### config.mk
export PLATFORM = sky130hd
export DESIGN_NAME = hilo_muldiv_unit_flat
export DESIGN_NICKNAME = d
export VERILOG_FILES = /design/src/rtl/muldiv_pkg.sv /design/src/rtl/hilo_muldiv_unit_if.sv /design/src/rtl/md_negate.sv /design/src/rtl/hilo_muldiv_unit.sv /design/src/flat_wrapper.sv
export SDC_FILE = /design/constraint.sdc
export NUM_CORES = 1
export LEC_CHECK = 0
export BUFFER_PORTS_ARGS = -buffer_cell sky130_fd_sc_hd__clkbuf_2
export CORE_MARGIN = 2
export CORE_UTILIZATION = 51
export CTS_BUF_LIST = sky130_fd_sc_hd__clkbuf_4 sky130_fd_sc_hd__clkbuf_8
export DETAILED_ROUTE_END_ITERATION = 12
export GPL_TIMING_DRIVEN = 0
export PLACE_DENSITY = 0.71
export SLEW_MARGIN = 0
export SYNTH_ARGS = -nofsm -noshare
export SYNTH_HDL_FRONTEND = slang
export SYNTH_HIERARCHICAL = 1
export SYNTH_SLANG_ARGS = --single-unit
### constraint.sdc
create_clock -name i_clk -period 4 [get_ports i_clk]
set_input_delay 0.4 -clock i_clk [delete_from_list [all_inputs] [get_ports i_clk]]
set_output_delay 0.4 -clock i_clk [all_outputs]
set_load 0.02 [all_outputs]
### src/rtl/muldiv_pkg.sv
// Shared encodings for the HI/LO multiply/divide unit: operation codes, FSM states,
// MIPS funct values and a funct decoder used by ALU control and hazard logic.
package muldiv_pkg;

  localparam logic [1:0] MD_MUL = 2'b00;
  localparam logic [1:0] MD_DIV = 2'b01;

  typedef enum logic [1:0] {
    IDLE = 2'b00,
    CALC = 2'b01,
    FIX  = 2'b10
  } md_state_e;

  localparam logic [5:0] MFHI  = 6'h10;
  localparam logic [5:0] MTHI  = 6'h11;
  localparam logic [5:0] MFLO  = 6'h12;
  localparam logic [5:0] MTLO  = 6'h13;
  localparam logic [5:0] MULT  = 6'h18;
  localparam logic [5:0] MULTU = 6'h19;
  localparam logic [5:0] DIV   = 6'h1A;
  localparam logic [5:0] DIVU  = 6'h1B;

  typedef struct packed {
    logic       start;
    logic [1:0] op;
    logic       sign;
    logic       mthi;
    logic       mtlo;
    logic       rd_hi;
    logic       rd_lo;
  } md_ctrl_t;

  // Maps an R-type funct field onto the unit's control inputs; rd_* flag the
  // MFHI/MFLO reads that must stall while the unit is busy.
  function automatic md_ctrl_t md_decode_funct(input logic [5:0] funct);
    md_ctrl_t c;
    c = '0;
    case (funct)
      MFHI:  c.rd_hi = 1'b1;
      MFLO:  c.rd_lo = 1'b1;
      MTHI:  c.mthi  = 1'b1;
      MTLO:  c.mtlo  = 1'b1;
      MULT:  begin c.start = 1'b1; c.op = MD_MUL; c.sign = 1'b1; end
      MULTU: begin c.start = 1'b1; c.op = MD_MUL; c.sign = 1'b0; end
      DIV:   begin c.start = 1'b1; c.op = MD_DIV; c.sign = 1'b1; end
      DIVU:  begin c.start = 1'b1; c.op = MD_DIV; c.sign = 1'b0; end
      default: c = '0;
    endcase
    return c;
  endfunction

endpackage

### src/rtl/hilo_muldiv_unit_if.sv
// Request/result bundle between the EX stage (master) and the HI/LO multiply/divide unit (slave).
interface hilo_muldiv_unit_if #(
  parameter int DATA_W = 32
);
  logic              i_start;
  logic [1:0]        i_op;
  logic              i_sign;
  logic [DATA_W-1:0] i_a;
  logic [DATA_W-1:0] i_b;
  logic              i_mthi;
  logic              i_mtlo;
  logic              o_busy;
  logic              o_done;
  logic [DATA_W-1:0] o_hi;
  logic [DATA_W-1:0] o_lo;

  modport master (
    output i_start, i_op, i_sign, i_a, i_b, i_mthi, i_mtlo,
    input  o_busy, o_done, o_hi, o_lo
  );

  modport slave (
    input  i_start, i_op, i_sign, i_a, i_b, i_mthi, i_mtlo,
    output o_busy, o_done, o_hi, o_lo
  );
endinterface

### src/rtl/md_negate.sv
// Conditional two's-complement negate: dout = en ? -din : din.
module md_negate #(
  parameter int WIDTH = 32
) (
  input  logic             en,
  input  logic [WIDTH-1:0] din,
  output logic [WIDTH-1:0] dout
);

  assign dout = en ? ((~din) + WIDTH'(1)) : din;

endmodule

### src/rtl/hilo_muldiv_unit.sv
// Iterative radix-2 multiply/divide unit owning HI/LO; fixed 33-cycle latency
// (32 magnitude iterations plus one sign-fix/write cycle).
module hilo_muldiv_unit
  import muldiv_pkg::*;
#(
  parameter int DATA_W = 32
) (
  input  logic               i_clk,
  input  logic               i_rst,
  hilo_muldiv_unit_if.slave  md
);

  localparam int              CNT_W     = $clog2(DATA_W);
  localparam logic [CNT_W-1:0] LAST_ITER = CNT_W'(DATA_W - 1);

  md_state_e         state_q, state_d;
  logic [CNT_W-1:0]  count_q, count_d;
  logic              is_div_q, is_div_d;
  logic              quo_neg_q, quo_neg_d;
  logic              rem_neg_q, rem_neg_d;
  logic              div0_q, div0_d;
  logic              done_q, done_d;
  logic [DATA_W-1:0] opnd_q, opnd_d;
  logic [DATA_W-1:0] acc_hi_q, acc_hi_d;
  logic [DATA_W-1:0] acc_lo_q, acc_lo_d;
  logic [DATA_W-1:0] raw_a_q, raw_a_d;
  logic [DATA_W-1:0] hi_q, hi_d;
  logic [DATA_W-1:0] lo_q, lo_d;

  logic [DATA_W-1:0]   a_abs, b_abs;
  logic [2*DATA_W-1:0] prod_fix;
  logic [DATA_W-1:0]   quo_fix, rem_fix;
  logic [DATA_W:0]     mul_sum;
  logic [DATA_W:0]     div_shift;
  logic                div_fits;
  logic [DATA_W-1:0]   div_sub;
  logic                op_ok;

  md_negate #(.WIDTH(DATA_W)) u_abs_a (
    .en   (md.i_sign & md.i_a[DATA_W-1]),
    .din  (md.i_a),
    .dout (a_abs)
  );

  md_negate #(.WIDTH(DATA_W)) u_abs_b (
    .en   (md.i_sign & md.i_b[DATA_W-1]),
    .din  (md.i_b),
    .dout (b_abs)
  );

  md_negate #(.WIDTH(2*DATA_W)) u_fix_prod (
    .en   (quo_neg_q),
    .din  ({acc_hi_q, acc_lo_q}),
    .dout (prod_fix)
  );

  md_negate #(.WIDTH(DATA_W)) u_fix_quo (
    .en   (quo_neg_q),
    .din  (acc_lo_q),
    .dout (quo_fix)
  );

  md_negate #(.WIDTH(DATA_W)) u_fix_rem (
    .en   (rem_neg_q),
    .din  (acc_hi_q),
    .dout (rem_fix)
  );

  // acc_hi/acc_lo hold the product halves for MUL and remainder/quotient for DIV;
  // opnd holds the multiplicand or the divisor.
  assign mul_sum   = {1'b0, acc_hi_q} + {1'b0, opnd_q & {DATA_W{acc_lo_q[0]}}};
  assign div_shift = {acc_hi_q, acc_lo_q[DATA_W-1]};
  assign div_fits  = (div_shift >= {1'b0, opnd_q});
  assign div_sub   = div_shift[DATA_W-1:0] - opnd_q;
  assign op_ok     = ~md.i_op[1];

  always_ff @(posedge i_clk) begin
    if (i_rst) begin
      state_q <= IDLE;
    end else begin
      state_q <= state_d;
    end
  end

  always_comb begin
    state_d   = state_q;
    count_d   = count_q;
    is_div_d  = is_div_q;
    quo_neg_d = quo_neg_q;
    rem_neg_d = rem_neg_q;
    div0_d    = div0_q;
    done_d    = 1'b0;
    opnd_d    = opnd_q;
    acc_hi_d  = acc_hi_q;
    acc_lo_d  = acc_lo_q;
    raw_a_d   = raw_a_q;
    hi_d      = hi_q;
    lo_d      = lo_q;

    case (state_q)
      IDLE: begin
        if (md.i_mthi) hi_d = md.i_a;
        if (md.i_mtlo) lo_d = md.i_a;
        if (md.i_start && op_ok) begin
          state_d   = CALC;
          is_div_d  = (md.i_op == MD_DIV);
          quo_neg_d = md.i_sign & (md.i_a[DATA_W-1] ^ md.i_b[DATA_W-1]);
          rem_neg_d = md.i_sign & md.i_a[DATA_W-1];
          div0_d    = (md.i_op == MD_DIV) && (md.i_b == '0);
          count_d   = '0;
          raw_a_d   = md.i_a;
          acc_hi_d  = '0;
          opnd_d    = (md.i_op == MD_DIV) ? b_abs : a_abs;
          acc_lo_d  = (md.i_op == MD_DIV) ? a_abs : b_abs;
        end
      end

      CALC: begin
        count_d = count_q + CNT_W'(1);
        if (is_div_q) begin
          acc_hi_d = div_fits ? div_sub : div_shift[DATA_W-1:0];
          acc_lo_d = {acc_lo_q[DATA_W-2:0], div_fits};
        end else begin
          acc_hi_d = mul_sum[DATA_W:1];
          acc_lo_d = {mul_sum[0], acc_lo_q[DATA_W-1:1]};
        end
        if (count_q == LAST_ITER) state_d = FIX;
      end

      FIX: begin
        state_d = IDLE;
        done_d  = 1'b1;
        if (!is_div_q) begin
          {hi_d, lo_d} = prod_fix;
        end else if (div0_q) begin
          // Divide by zero: all-ones quotient, dividend passed through raw.
          lo_d = '1;
          hi_d = raw_a_q;
        end else begin
          lo_d = quo_fix;
          hi_d = rem_fix;
        end
      end

      default: state_d = IDLE;
    endcase
  end

  always_ff @(posedge i_clk) begin
    if (i_rst) begin
      count_q   <= '0;
      is_div_q  <= 1'b0;
      quo_neg_q <= 1'b0;
      rem_neg_q <= 1'b0;
      div0_q    <= 1'b0;
      done_q    <= 1'b0;
      opnd_q    <= '0;
      acc_hi_q  <= '0;
      acc_lo_q  <= '0;
      raw_a_q   <= '0;
      hi_q      <= '0;
      lo_q      <= '0;
    end else begin
      count_q   <= count_d;
      is_div_q  <= is_div_d;
      quo_neg_q <= quo_neg_d;
      rem_neg_q <= rem_neg_d;
      div0_q    <= div0_d;
      done_q    <= done_d;
      opnd_q    <= opnd_d;
      acc_hi_q  <= acc_hi_d;
      acc_lo_q  <= acc_lo_d;
      raw_a_q   <= raw_a_d;
      hi_q      <= hi_d;
      lo_q      <= lo_d;
    end
  end

  assign md.o_busy = (state_q != IDLE);
  assign md.o_done = done_q;
  assign md.o_hi   = hi_q;
  assign md.o_lo   = lo_q;

endmodule

### src/flat_wrapper.sv
// flat-port wrapper written by rule: the top's interface ports become plain ports
module hilo_muldiv_unit_flat import muldiv_pkg::*;
#(
  parameter int DATA_W = 32
)
  (i_clk, i_rst, md_i_start, md_i_op, md_i_sign, md_i_a, md_i_b, md_i_mthi, md_i_mtlo, md_o_busy, md_o_done, md_o_hi, md_o_lo);
  hilo_muldiv_unit_if #(.DATA_W(DATA_W)) md_i ();
  input  logic i_clk;
  input  logic i_rst;
  input wire logic [$bits(md_i.i_start)-1:0] md_i_start;
  input wire logic [$bits(md_i.i_op)-1:0] md_i_op;
  input wire logic [$bits(md_i.i_sign)-1:0] md_i_sign;
  input wire logic [$bits(md_i.i_a)-1:0] md_i_a;
  input wire logic [$bits(md_i.i_b)-1:0] md_i_b;
  input wire logic [$bits(md_i.i_mthi)-1:0] md_i_mthi;
  input wire logic [$bits(md_i.i_mtlo)-1:0] md_i_mtlo;
  output wire logic [$bits(md_i.o_busy)-1:0] md_o_busy;
  output wire logic [$bits(md_i.o_done)-1:0] md_o_done;
  output wire logic [$bits(md_i.o_hi)-1:0] md_o_hi;
  output wire logic [$bits(md_i.o_lo)-1:0] md_o_lo;
  assign md_i.i_start = md_i_start;
  assign md_i.i_op = md_i_op;
  assign md_i.i_sign = md_i_sign;
  assign md_i.i_a = md_i_a;
  assign md_i.i_b = md_i_b;
  assign md_i.i_mthi = md_i_mthi;
  assign md_i.i_mtlo = md_i_mtlo;
  assign md_o_busy = md_i.o_busy;
  assign md_o_done = md_i.o_done;
  assign md_o_hi = md_i.o_hi;
  assign md_o_lo = md_i.o_lo;
  hilo_muldiv_unit #(.DATA_W(DATA_W)) u_core (.i_clk(i_clk), .i_rst(i_rst), .md(md_i));
endmodule
# Yosys cells after proc, flatten, opt, wreduce, memory -nomap -nowiden
# Cells that the tools add are included.
[classes]
magnitude_cmp = 1
mux = 28
bitwise = 11
eq_ne = 8
addsub = 8
n_reduce_logical = 12
[ops]
columns = ["operator", "count"]
rows = [
  ["two-way mux 32 bit", 17],
  ["case mux 32 bit (2 select lines)", 4],
  ["adder 32 x 1 -> 32 bit, second input constant", 4],
  ["NOT 32 bit", 4],
  ["adder 64 x 1 -> 64 bit, second input constant", 1],
  ["two-way mux 64 bit", 1],
  ["NOT 64 bit", 1],
  ["adder 32 x 32 -> 33 bit", 1],
  ["greater-or-equal comparator 33 x 32 -> 1 bit", 1],
  ["AND 32 bit", 1],
  ["zero test 32 bit", 1],
  ["subtractor 32 bit", 1],
  ["case mux 5 bit (2 select lines)", 1],
  ["AND reduction 2 bit", 5],
  ["nonzero test 2 bit", 3],
  ["adder 5 x 1 -> 5 bit, second input constant", 1],
  ["equality test 5 bit, second input constant", 1],
  ["two-way mux 5 bit", 1],
  ["equality test 2 x 1 -> 1 bit, second input constant", 2],
  ["two-way mux 2 bit", 2],
  ["inequality test 2 x 1 -> 1 bit, second input constant", 2],
  ["inequality test 2 bit, second input constant", 2],
  ["case mux 2 bit (2 select lines)", 1],
  ["AND 1 bit", 3],
  ["6 further kinds", 7],
]
[word_totals]
ff_bits = 204
word_cells = 81
output_inout_bits = 66

# Logic depth before layout (Yosys ltp)
[logic_depth]
depth_word = 6
ltp_mapped = 14
depth_no_buf = 13

# Cells and area by module
# The synthesis kept the hierarchy.
[modules_own_cells]
columns = ["mod", "seq_area_each_um2", "cells_each", "n_inst", "area_per_inst_um2"]
rows = [
  ["hilo_muldiv_unit", 4083.9, 1787, 1, 13668.1],
  ["md_negate (u_core.u_abs_a ...)", 0.0, 99, 4, 777.0],
  ["md_negate (u_core.u_fix_prod)", 0.0, 206, 1, 1649.1],
]

# Least setup slack after synthesis
# Ideal clock, no wire load.
[synth_timing]
path_type = "reg2reg"
from = "register u_core.acc_lo_q[0]"
to = "register u_core.acc_hi_q[29]"
slack_ns = 0.621
period_less_slack_ns = 3.379
setup_time_ns = 0.149
path_stages_with_launch = 15
required_ns = 3.851
path_buffers = 1
t_arrival_ns = 3.229
cell_sequence = "dfxtp_1 -> clkbuf_1 -> and2_1 -> ha_1 -> inv_1 -> fa_1 -> nor2b_1 -> o31ai_1 -> a21oi_1 -> o211ai_1 -> and2_1 -> o31ai_1 -> a21oi_1 -> o311ai_0 -> o311ai_0"
[synth_via]
elab_chain_cells = 4
[synth_lines]
columns = ["item", "line", "source"]
rows = [
  ["start: declaration", "hilo_muldiv_unit.sv:25", "logic [DATA_W-1:0] acc_lo_q, acc_lo_d;"],
  ["start signal: assignment", "hilo_muldiv_unit.sv:172", "acc_lo_q <= acc_lo_d;"],
  ["AND 32 bit", "hilo_muldiv_unit.sv:71", "assign mul_sum = {1'b0, acc_hi_q} + {1'b0, opnd_q & {DATA_W{acc_lo_q[0]}}};"],
  ["adder 32 x 32 -> 33 bit", "hilo_muldiv_unit.sv:71", ""],
  ["two-way mux 32 bit", "hilo_muldiv_unit.sv:120", "if (is_div_q) begin"],
  ["case mux 32 bit (2 select lines)", "hilo_muldiv_unit.sv:100", "case (state_q)"],
  ["end signal: assignment", "hilo_muldiv_unit.sv:171", "acc_hi_q <= acc_hi_d;"],
  ["end: declaration", "hilo_muldiv_unit.sv:24", "logic [DATA_W-1:0] acc_hi_q, acc_hi_d;"],
]
# Every way passes these cells.
# A chain may end at the register's enable or synchronous reset.

# Worst setup path after layout
# Same ends and word-level chain as after synthesis.

==> run metrics <==
relative max-transition margin=29.2%; largest net degree at the start of global routing=17; r2r setup slk=-0.009 ns; critical path fanouts, max=16; num rows=69; Worst Reg-to-Reg Cells=14; Worst-Margin Slew=1.06 ns; Sink Count=204; final hold vios=0; vias=20300; syn_nets=2534; synthesized flop and latch total=204; worst path cell trace=clkbuf_4 > and2_1 > ha_1 > inv_1 > fa_1 > nor2b_1 > o31ai_1 > a21oi_2 > o211ai_1 > and2_1 > o31ai_4 > a21oi_1 > o311ai_0 > o311ai_0; DP Wirelength=60000 um; post-CTS sizing=6; share of cells above drive strength 1=12.1%; Max clock buf depth=3; grt ovf=0; final wirelength=75600 um; core area=35600 um2; Netlist cell types=88; startpoint types=flip-flop; WHS Endpoint=u_core/quo_neg_q; Clk pin slew, worst setup/hold paths=0.07 ns; Slew Viols, Final=0; crit path kind=flip-flop to flip-flop; antenna cells=0; die height=194 um; syn_area_per_cell=7.71 um2; # hold bufs at CTS=0; clk_skew=0.0293 ns; Routability Congestion=1.05; Worst path max stage delay=0.54 ns; post-synthesis sequential area ratio=22.2%; Critical Path End Type=flip-flop; Worst R2R Start=u_core/acc_lo_q[0]; outcome=finished, violations left; top cells by area, synth=dfxtp_1 22%, xnor2_1 9.9%, nand2_1 7.6%; worst hold start=md_i_sign; min-delay worst type=primary input to flip-flop; drt wl/cell=24.8 um; H-tree lvl count=2; fill cell count=3441; unrepaired setup endpoints after global routing=true; data arrival time of the critical path=4.41 ns; final instance area=20500 um2; Detail Route Antenna Nets=0; post-CTS setup buffers=0; router iterations before antenna repair=8; die area=37700 um2; # DRC=0; Max Cap Viol=0; Cells after Synth=2389; Synth warnings=6; Final nets=2710; smallest setup slack after layout=-0.00873 ns; PwrDens=324 nW/um2; fmax=249 MHz; Mapped Area=18400 um2; LEAKAGE=0.00751 uW; dpl cell area=19700 um2; DIE WIDTH=194 um; async set-reset flop share out of synthesis=0%; failing checks=setup timing; CP top delay family=compound AO/OA/AOI/OAI gates; area leader, netlist=dfxtp_1; crit path time final=4.01 ns; I/O pin total=138; growth of design area from synthesis to finish=11.5%; final cycle utilization of the critical path=100%; register area=4090 um2; Port Buffers=136; Crit path buffers/inverters=2; area of the multi-input gates=13500 um2; number of synthesized flops with an enable pin=0; DRT iter0 DRCs=2440; Worst VDD drop=0.000277 V; capturing point of the worst reg2reg path=u_core/acc_hi_q[29]; number of global-route vias before repair=18900; hold slack final=0.150 ns; slowest CP cell=dfxtp_4; antenna violations before repair=1; Top FF cell, synth=dfxtp_1; hold depth=3; CTS Root Cell=clkbuf_8; Tot GR Track Use=38.4%; Vias/cell=6.64; clk_lat worst skew=0.57 ns; proportion of netlist area held by the largest area contributor=22.2%; starting density of the core=51.8%; TritonCTS Buffers=38; setup violators final=1; global-route wire length before repair=114000 um; CP required=4.40 ns; CTS tree=yes
-- per-layer routing --
metal / part of all wire (%) / track usage, %
met1: 41 / 52.9
met2: 43 / 58.2
met3: 12 / 8.64
met4: 4.3 / 14.9
met5: 0.016 / 0
-- worst max path at each step --
stage	from	end	slack, ns	cells after the start
5_1_grt	u_core/acc_lo_q[0]	u_core/acc_hi_q[29]	-0.09	14
3_5_place_dp	u_core/acc_lo_q[0]	u_core/acc_hi_q[29]	-0.89	14
6_report	u_core/acc_lo_q[0]	u_core/acc_hi_q[29]	-0.009	14
2_1_floorplan	u_core/acc_lo_q[0]	u_core/acc_hi_q[29]	0.62	14
4_1_cts	u_core/acc_lo_q[0]	u_core/acc_hi_q[29]	0.04	14
3_3_place_gp	u_core/acc_lo_q[0]	u_core/acc_hi_q[29]	-0.75	14
-- per-stage QoR --
| step | worst slack (ns) | TNS [ns] | total power (uW) | instances | util (%) |
|---|---|---|---|---|---|
| 2_1_floorplan | 0.621 | 0 | 3710 | 2389 | - |
| 3_3_place_gp | -0.753 | -2.44 | 4360 | 2986 | 55.3 |
| 3_5_place_dp | -0.885 | -3.08 | 4390 | 2986 | 55.4 |
| 4_1_cts | 0.0369 | 0 | 6580 | 3053 | 57.7 |
| 5_1_grt | -0.0935 | -0.0935 | 6890 | 3053 | 57.8 |
| 6_report | -0.00873 | -0.00873 | 6660 | 3053 | 57.8 |
-- area by class of cell --
| cell class | count | share of cell area (%) |
|---|---|---|
| Multi-Input combinational cell | 1958 | 65.6 |
| Inverter | 60 | 1.10 |
| Timing Repair Buffer | 136 | 3.31 |
| Sequential cell | 204 | 19.9 |
| Buffer | 167 | 3.27 |
| Tap cell | 461 | 2.81 |
| Clock inverter | 10 | 0.469 |
| Clock buffer | 57 | 3.51 |
-- kinds of logic after synthesis --
logic type                 count (synthesis)  share of synthesized area [%]
AOI/OAI and AO/OA                        725                           28.8
xor gates and xnor gates                 236                           11.2
adders and majority gates                 73                           5.04
buffers and inverters                    227                           4.83
DFF                                      204                           22.2
muxes                                     85                           4.64
and+or+nand+nor                          839                           23.3
-- state kept, by name (all words and copies together) (netlist names), 2 cells and up --
name             cells
u_core/acc_hi_q     32
u_core/acc_lo_q     32
u_core/count_q       5
u_core/md.o_hi      32
u_core/md.o_lo      32
u_core/opnd_q       32
u_core/raw_a_q      32
u_core/state_q       2
-- layout by cell type (no fill, tap or decap), types with 25 or more instances in the layout --
cell type	n
nand3_1	38
mux2i_1	82
o211ai_1	43
a311oi_1	97
clkbuf_2	138
o221ai_1	35
nand2_1	373
a21o_1	25
o31ai_1	57
a21oi_1	145
dfxtp_1	200
o21ai_0	101
a211oi_1	75
nand4_1	28
xnor2_1	209
ha_1	71
clkbuf_8	47
nor2_1	165
and2_1	36
nand2b_1	25
inv_1	60
o41ai_1	30
xor2_1	27
clkbuf_1	141
-- synth_stat cells (all sizes together) (42+ instances only) --
cell    count
a211oi     76
a21oi     146
a311oi     97
clkbuf    144
dfxtp     204
ha         71
inv        60
mux2i      82
nand2     373
nand3      42
nor2      166
o211ai     43
o21ai     106
o31ai      64
o41ai      51
xnor2     209
-- worst min-delay path: stages --
cell and delay [ns]:
clkbuf_2 0.10, nand3_1 0.09, a21oi_1 0.07
-- where the power goes --
group	switching [uW]	internal (uW)	leakage [uW]	total, uW
Clock	989	1230	0.000434	2220
Combinational	1340	708	0.00540	2040
Sequential	229	2170	0.00168	2400
Total	2550	4100	0.00751	6660
No activity file was read; power rests on OpenSTA's default activity.
